[src/rtl/gjy_uart.sv]
// rtl/gjy_uart.sv - ICB-attached UART with programmable 16x-oversampled baud, parity and RX/TX flags.
// Define GJY_UART_IRQ_EN to drive io_interrupts_0_0 = tx_ok | rx_ok; otherwise it is tied to 0.
module gjy_uart #(
  parameter int          PA_SIZE = 32,
  parameter logic [15:0] DIV_RST = 16'h0008
) (
  input  logic               clk,
  input  logic               rst_n,
  input  logic               i_icb_cmd_valid,
  output logic               i_icb_cmd_ready,
  input  logic [PA_SIZE-1:0] i_icb_cmd_addr,
  input  logic               i_icb_cmd_read,
  input  logic [31:0]        i_icb_cmd_wdata,
  output logic               i_icb_rsp_valid,
  input  logic               i_icb_rsp_ready,
  output logic [31:0]        i_icb_rsp_rdata,
  output logic               io_interrupts_0_0,
  output logic               io_port_txd,
  input  logic               io_port_rxd
);

  typedef enum logic [2:0] {TX_IDLE, TX_START, TX_DATA, TX_PAR, TX_STOP} tx_state_t;
  typedef enum logic [2:0] {RX_IDLE, RX_START, RX_DATA, RX_PAR, RX_STOP} rx_state_t;

  logic [15:0] div;
  logic [19:0] ctrl;
  logic        baud_en, tx_en, rx_en, no_parity, ev_parity;
  logic        tx_ok, rx_ok, rx_perr, rx_ferr;
  logic [7:0]  rx_data;
  logic [1:0]  reg_sel;
  logic        csr_rd, csr_wr, ctrl_wr, data_wr;
  logic [31:0] rd_mux;
  logic        unused_sigs;

  assign baud_en   = ctrl[0];
  assign tx_en     = ctrl[4];
  assign rx_en     = ctrl[8];
  assign no_parity = ctrl[12];
  assign ev_parity = ctrl[16];

  assign i_icb_cmd_ready = 1'b1;
  assign reg_sel = i_icb_cmd_addr[3:2];
  assign csr_rd  = i_icb_cmd_valid &  i_icb_cmd_read & (reg_sel == 2'd0);
  assign csr_wr  = i_icb_cmd_valid & ~i_icb_cmd_read & (reg_sel == 2'd0);
  assign ctrl_wr = i_icb_cmd_valid & ~i_icb_cmd_read & (reg_sel == 2'd1);
  assign data_wr = i_icb_cmd_valid & ~i_icb_cmd_read & (reg_sel == 2'd2);
  assign unused_sigs = ^{i_icb_rsp_ready, i_icb_cmd_addr};

  // Baud divider: one tick16 every DIV+1 clocks; >= keeps it sane if DIV shrinks mid-count.
  logic [15:0] baud_cnt;
  logic        tick;
  assign tick = baud_en && (baud_cnt >= div);

  always_ff @(posedge clk or posedge rst_n) begin
    if (rst_n)                baud_cnt <= '0;
    else if (!baud_en || tick) baud_cnt <= '0;
    else                      baud_cnt <= baud_cnt + 16'd1;
  end

  tx_state_t  tx_state, tx_next;
  logic [3:0] tx_tcnt, tx_tcnt_next;
  logic [2:0] tx_bit, tx_bit_next;
  logic [7:0] tx_byte, tx_byte_next;
  logic       txd_next, tx_done, tx_bit_end, tx_busy;

  assign tx_bit_end = tick && (tx_tcnt == 4'd15);
  assign tx_busy    = (tx_state != TX_IDLE);

  always_comb begin
    tx_next      = tx_state;
    tx_tcnt_next = tx_tcnt;
    tx_bit_next  = tx_bit;
    tx_byte_next = tx_byte;
    tx_done      = 1'b0;
    txd_next     = 1'b1;
    if (tx_state != TX_IDLE && tick) tx_tcnt_next = tx_tcnt + 4'd1;
    case (tx_state)
      TX_IDLE: begin
        if (data_wr && tx_en) begin
          tx_next      = TX_START;
          tx_tcnt_next = 4'd0;
          tx_bit_next  = 3'd0;
          tx_byte_next = i_icb_cmd_wdata[7:0];
        end
      end
      TX_START: if (tx_bit_end) tx_next = TX_DATA;
      TX_DATA: begin
        if (tx_bit_end) begin
          tx_bit_next = tx_bit + 3'd1;
          if (tx_bit == 3'd7) tx_next = no_parity ? TX_STOP : TX_PAR;
        end
      end
      TX_PAR:  if (tx_bit_end) tx_next = TX_STOP;
      TX_STOP: begin
        if (tx_bit_end) begin
          tx_next = TX_IDLE;
          tx_done = 1'b1;
        end
      end
      default: tx_next = TX_IDLE;
    endcase
    // Line level follows the state being entered so txd stays a clean flop output.
    case (tx_next)
      TX_START: txd_next = 1'b0;
      TX_DATA:  txd_next = tx_byte_next[tx_bit_next];
      TX_PAR:   txd_next = ev_parity ? ^tx_byte_next : ~^tx_byte_next;
      default:  txd_next = 1'b1;
    endcase
  end

  always_ff @(posedge clk or posedge rst_n) begin
    if (rst_n) begin
      tx_state    <= TX_IDLE;
      tx_tcnt     <= '0;
      tx_bit      <= '0;
      tx_byte     <= '0;
      io_port_txd <= 1'b1;
    end else begin
      tx_state    <= tx_next;
      tx_tcnt     <= tx_tcnt_next;
      tx_bit      <= tx_bit_next;
      tx_byte     <= tx_byte_next;
      io_port_txd <= txd_next;
    end
  end

  logic       rx_s1, rx_s2, rx_s3, rx_fall;
  rx_state_t  rx_state, rx_next;
  logic [3:0] rx_tcnt, rx_tcnt_next;
  logic [2:0] rx_bit, rx_bit_next;
  logic [7:0] rx_shift, rx_shift_next;
  logic       rx_pbad, rx_pbad_next;
  logic       rx_sample, rx_bit_end, rx_done, rx_perr_set, rx_ferr_set;

  assign rx_fall    = rx_s3 & ~rx_s2;
  assign rx_sample  = tick && (rx_tcnt == 4'd8);
  assign rx_bit_end = tick && (rx_tcnt == 4'd15);

  always_comb begin
    rx_next       = rx_state;
    rx_tcnt_next  = rx_tcnt;
    rx_bit_next   = rx_bit;
    rx_shift_next = rx_shift;
    rx_pbad_next  = rx_pbad;
    rx_done       = 1'b0;
    rx_perr_set   = 1'b0;
    rx_ferr_set   = 1'b0;
    if (rx_state != RX_IDLE && tick) rx_tcnt_next = rx_tcnt + 4'd1;
    if (!rx_en) begin
      rx_next = RX_IDLE;
    end else begin
      case (rx_state)
        RX_IDLE: begin
          if (rx_fall) begin
            rx_next      = RX_START;
            rx_tcnt_next = 4'd0;
            rx_bit_next  = 3'd0;
            rx_pbad_next = 1'b0;
          end
        end
        RX_START: begin
          if (rx_sample && rx_s2) rx_next = RX_IDLE;
          else if (rx_bit_end)    rx_next = RX_DATA;
        end
        RX_DATA: begin
          if (rx_sample) rx_shift_next = {rx_s2, rx_shift[7:1]};
          if (rx_bit_end) begin
            rx_bit_next = rx_bit + 3'd1;
            if (rx_bit == 3'd7) rx_next = no_parity ? RX_STOP : RX_PAR;
          end
        end
        RX_PAR: begin
          if (rx_sample) rx_pbad_next = rx_s2 != (ev_parity ? ^rx_shift : ~^rx_shift);
          if (rx_bit_end) rx_next = RX_STOP;
        end
        RX_STOP: begin
          // Finish at mid-stop so the next start edge is never missed.
          if (rx_sample) begin
            rx_next     = RX_IDLE;
            rx_done     = 1'b1;
            rx_perr_set = rx_pbad & ~no_parity;
            rx_ferr_set = ~rx_s2;
          end
        end
        default: rx_next = RX_IDLE;
      endcase
    end
  end

  always_ff @(posedge clk or posedge rst_n) begin
    if (rst_n) begin
      rx_s1    <= 1'b1;
      rx_s2    <= 1'b1;
      rx_s3    <= 1'b1;
      rx_state <= RX_IDLE;
      rx_tcnt  <= '0;
      rx_bit   <= '0;
      rx_shift <= '0;
      rx_pbad  <= 1'b0;
      rx_data  <= '0;
    end else begin
      rx_s1    <= io_port_rxd;
      rx_s2    <= rx_s1;
      rx_s3    <= rx_s2;
      rx_state <= rx_next;
      rx_tcnt  <= rx_tcnt_next;
      rx_bit   <= rx_bit_next;
      rx_shift <= rx_shift_next;
      rx_pbad  <= rx_pbad_next;
      if (rx_done) rx_data <= rx_shift;
    end
  end

  always_comb begin
    rd_mux = 32'h0;
    case (reg_sel)
      2'd0:    rd_mux = {div, 9'h0, rx_ferr, rx_perr, rx_ok, 2'b00, tx_busy, tx_ok};
      2'd1:    rd_mux = {12'h0, ctrl};
      2'd2:    rd_mux = {24'h0, rx_data};
      default: rd_mux = 32'h0;
    endcase
  end

  // Flags: a hardware set on the same edge as a read-clear wins.
  always_ff @(posedge clk or posedge rst_n) begin
    if (rst_n) begin
      div             <= DIV_RST;
      ctrl            <= '0;
      tx_ok           <= 1'b0;
      rx_ok           <= 1'b0;
      rx_perr         <= 1'b0;
      rx_ferr         <= 1'b0;
      i_icb_rsp_valid <= 1'b0;
      i_icb_rsp_rdata <= '0;
    end else begin
      i_icb_rsp_valid <= i_icb_cmd_valid;
      if (i_icb_cmd_valid && i_icb_cmd_read) i_icb_rsp_rdata <= rd_mux;
      if (csr_wr)  div  <= i_icb_cmd_wdata[31:16];
      if (ctrl_wr) ctrl <= i_icb_cmd_wdata[19:0];
      tx_ok   <= tx_done     | (tx_ok   & ~csr_rd);
      rx_ok   <= rx_done     | (rx_ok   & ~csr_rd);
      rx_perr <= rx_perr_set | (rx_perr & ~csr_rd);
      rx_ferr <= rx_ferr_set | (rx_ferr & ~csr_rd);
    end
  end

`ifdef GJY_UART_IRQ_EN
  assign io_interrupts_0_0 = tx_ok | rx_ok;
`else
  assign io_interrupts_0_0 = 1'b0;
`endif

endmodule

[config.mk]
export PLATFORM = sky130hd
export DESIGN_NAME = gjy_uart
export DESIGN_NICKNAME = d
export VERILOG_FILES = /design/src/rtl/gjy_uart.sv
export SDC_FILE = /design/constraint.sdc
export NUM_CORES = 1
export LEC_CHECK = 0
export BUFFER_PORTS_ARGS = -buffer_cell sky130_fd_sc_hd__clkbuf_2
export CORE_MARGIN = 5
export CORE_UTILIZATION = 45
export CTS_BUF_LIST = sky130_fd_sc_hd__clkbuf_8
export CTS_CLUSTER_DIAMETER = 200
export DETAILED_ROUTE_END_ITERATION = 16
export PLACE_DENSITY = 0.76
export SLEW_MARGIN = 40
export SYNTH_ARGS = -nofsm -noshare
export SYNTH_HDL_FRONTEND = slang
export SYNTH_SLANG_ARGS = --single-unit
[constraint.sdc]
create_clock -name clk -period 3.7 [get_ports clk]
set_clock_uncertainty 0.1 [all_clocks]
set_input_delay 0.185 -clock clk [delete_from_list [all_inputs] [get_ports clk]]
set_output_delay 0.185 -clock clk [all_outputs]
set_load 0.01 [all_outputs]
==> impl_metrics.env <==
export IMPL_dp_cells=855
export IMPL_ys_warn_count=0
export IMPL_crit_reg2reg_launch="baud_cnt[13]"
export IMPL_final_max_slew_violation_count=0
export IMPL_top_level_ports=106
export IMPL_layout_area_seq_sq_um=3460
export IMPL_mappedNetlistArea_sq_um=6530
export IMPL_grt_overflow=0
export IMPL_grt_pass1_vias=5257
export IMPL_globalplace_congestion=0.861
export IMPL_worst_setup_path_end_kind="flop"
export IMPL_chipHeight_um=130
export IMPL_die_width_um=130
export IMPL_synth_nets=711
export IMPL_grt_use_met2_pct=31.9
export IMPL_cts_tree="yes"
export IMPL_global_route_wire_length_before_repair_mm=25.3
export IMPL_met3_track_utilization_from_global_routing_pct=5.20
export IMPL_timing_critical_path_required_ns=3.93
export IMPL_status="complete, no violations"
export IMPL_number_of_enable_type_register_cells_in_the_synthesized_netlist=0
export IMPL_most_common_layout_cells="sky130_fd_sc_hd__dfrtp_1 (133), sky130_fd_sc_hd__nand2_1 (83), sky130_fd_sc_hd__clkbuf_2 (72)"
export IMPL_worst_setup_path_endpoint="rx_data[7]"
export IMPL_synth_area_per_cell_sq_um=10.6
export IMPL_post_drt_via_cell_ratio=5.43
export IMPL_filler_cell_count_in_the_final_layout=1220
export IMPL_dp_hpwl_mm=10.6
export IMPL_layout_worst_path_cycle_share_pct=87.2
export IMPL_final_common_cell="sky130_fd_sc_hd__dfrtp_1"
export IMPL_crit_arrival_ns=3.45
export IMPL_worstSetupPathType="flop to flop"
export IMPL_placeableCoreArea_sq_um=14400
export IMPL_totalPowerFinal_w=0.00386
export IMPL_grt_most_used_layer="met2"
export IMPL_globalRouteMet1Util_pct=23.0
export IMPL_cts_hold_buf=35
export IMPL_area_delta_synth_final_pct=19.8
export IMPL_floorplan_initialDensity_pct=45.5
export IMPL_crit_path_max_fanout=11
export IMPL_finalNonFillerCells=922
export IMPL_final_net_count=819
export IMPL_tritoncts_num_sinks=138
export IMPL_drv_cap=0
export IMPL_design_die_area_sq_um=17000
export IMPL_postCtsResizedCells=0
export IMPL_drive_above_1_share_pct=22.0
export IMPL_wirelength_mm=15.0
export IMPL_clk_insertion_delay_late_ns=0.45
export IMPL_detail_route_antenna_nets=0
export IMPL_detailedRoute_firstPassIterationCount=5
export IMPL_min_path_type="input port to flop"
export IMPL_num_vias=5009
export IMPL_antenna_diode_count=0
export IMPL_grt_max_degree=110
export IMPL_power_leakage_nw=3.75
export IMPL_drt_initial_drc_count=288
export IMPL_unrepaired_setup_endpoints_after_global_routing="no"
export IMPL_route_detailed_wl_per_inst_um=16.3
export IMPL_worst_setup_path_startpoint="baud_cnt[13]"
export IMPL_max_vdd_ir_drop_uv=309
export IMPL_row_count=44
export IMPL_max_clock_path_buffers=2
export IMPL_ys_flop_type="sky130_fd_sc_hd__dfrtp_1"
export IMPL_multi_input_area_sq_um=2860
export IMPL_netlist_instances=617
export IMPL_synth_seq_area_share_pct=52.9
export IMPL_cts_root_buffer_cell="sky130_fd_sc_hd__clkbuf_8"
export IMPL_worst_r2r_setup_slack_ns=0.47
export IMPL_placement_cell_area_sq_um=7100
export IMPL_worst_r2r_path_depth=7
export IMPL_grt_use_total_pct=18.9
export IMPL_grt_antenna_before_repair=0
export IMPL_finalSetupTns_ns=0
export IMPL_post_cts_setup_buffer_count=0
export IMPL_critical_path_startpoint_type="flop"
export IMPL_finalSetupViolCount=0
export IMPL_pwr_density_cell_nw_per_um2=493
export IMPL_cts_reportedPaths_clkPinSlew_ns=0.07
export IMPL_max_slew_margin_rel_pct=44.3
export IMPL_reg2reg_to="rx_data[7]"
export IMPL_fmax_mhz=310
export IMPL_synth_async_sr_flop_share_pct=100
export IMPL_tightestPinTransition_ns=0.832
export IMPL_synth_ff_latch_count=138
export IMPL_ys_types=59
export IMPL_final_period_minus_worst_setup_slack_ns=3.23
export IMPL_cts_htree_levels=4
export IMPL_placement_io_buffers=72
export IMPL_tritoncts_num_buffers=17
export IMPL_timing_final_hold_violations=0
export IMPL_finish_instance_area_sq_um=7830
export IMPL_detail_route_drc_violations=0
==> area by class of cell <==
type                       count  area share (%)
clock buffer                  23            4.04
clock inverter                 9           0.783
inverter                      35            1.73
multi-input combinational    420            36.5
sequential                   138            44.2
tap                          184            2.94
timing repair buffer         113            9.81
==> state kept, by name (all words and copies together), names as in the netlist, 3 cells and up <==
register and flops:
tx_bit 3, tx_tcnt 4, tx_state 3, ctrl 20, rx_tcnt 4, tx_byte 8
rx_bit 3, baud_cnt 16, rx_state 3, rx_data 8, div 16, i_icb_rsp_rdata 32
rx_shift 8
==> critical path, cell delays in order (launching register included) <==
cell and delay [ns]:
sky130_fd_sc_hd__dfrtp_1 0.43, sky130_fd_sc_hd__ha_1 0.33, sky130_fd_sc_hd__nand4_2 0.14, sky130_fd_sc_hd__or3_4 0.41, sky130_fd_sc_hd__o22ai_4 0.34, sky130_fd_sc_hd__and4b_1 0.40, sky130_fd_sc_hd__nand4_1 0.49, sky130_fd_sc_hd__mux2_2 0.46
==> where the power goes <==
group | switching, W | internal, W
clock network | 0.000530 | 0.000621
registers | 0.000159 | 0.00172
logic | 0.000456 | 0.000372
total | 0.00114 | 0.00272
==> metrics by stage <==
stage	hold WS (ns)	setup slack, ns	util, %
after floorplan	0.0895	0.972	-
after global placement	0.176	0.597	49.3
after detailed placement	0.174	0.524	49.4
after CTS	0.148	0.481	54.5
after global routing	0.208	0.284	54.5
final	0.188	0.473	54.5
==> logic make-up after synthesis <==
family / Yosys count / synth area share (%)
other: 2 / 0.115
AO/OA/AOI/OAI: 119 / 11.6
adder cells (fa/ha/maj): 24 / 4.60
AND/OR/NAND/NOR: 186 / 13.5
XOR/XNOR: 37 / 4.96
multiplexers: 52 / 8.66
buffers and inverters: 59 / 3.60
flip-flops: 138 / 52.9
==> worst min-delay path by stage <==
stage,start,endpoint,slack [ns],cells past startpoint
after floorplan,io_port_rxd,rx_s1,0.09,0
after global placement,io_port_rxd,rx_s1,0.18,1
after detailed placement,io_port_rxd,rx_s1,0.17,1
after CTS,i_icb_cmd_addr[3],div[3],0.15,4
after global routing,i_icb_cmd_addr[3],i_icb_rsp_rdata[16],0.21,3
final,i_icb_cmd_addr[3],div[3],0.19,4
==> synth_stat cells (all sizes together) (2+ instances only) <==
master,count,area share (%)
clkbuf,16,0.92
ha,24,4.6
conb,2,0.11
inv,35,2.0
a21o,3,0.34
dfstp,5,2.0
o2111ai,2,0.27
mux2,36,6.2
a21boi,2,0.23
mux2i,16,2.5
xor2,14,1.9
a211oi,3,0.42
a22oi,5,0.57
xnor2,23,3.1
nand4,15,1.9
and3,5,0.48
dfrtp,133,51
nand2b,3,0.29
buf,8,0.67
nor2b,6,0.57
nand3,11,0.84
or3,4,0.46
a22o,8,1.1
nor2,42,2.4
or2,2,0.19
and4,3,0.40
and4b,2,0.31
nor3,7,0.61
nand2,83,4.8
o21ai,61,4.7
a21oi,20,1.6
==> per-layer routing <==
layer	routed length (um)	share of wire, %	vias up
li1	-	-	2340
met5	0	0	-
met4	318	2.1	0
met3	1010	6.7	38
met1	6170	41	2462
met2	7550	50	169
Note: power is estimated with default switching activity, not from simulation.
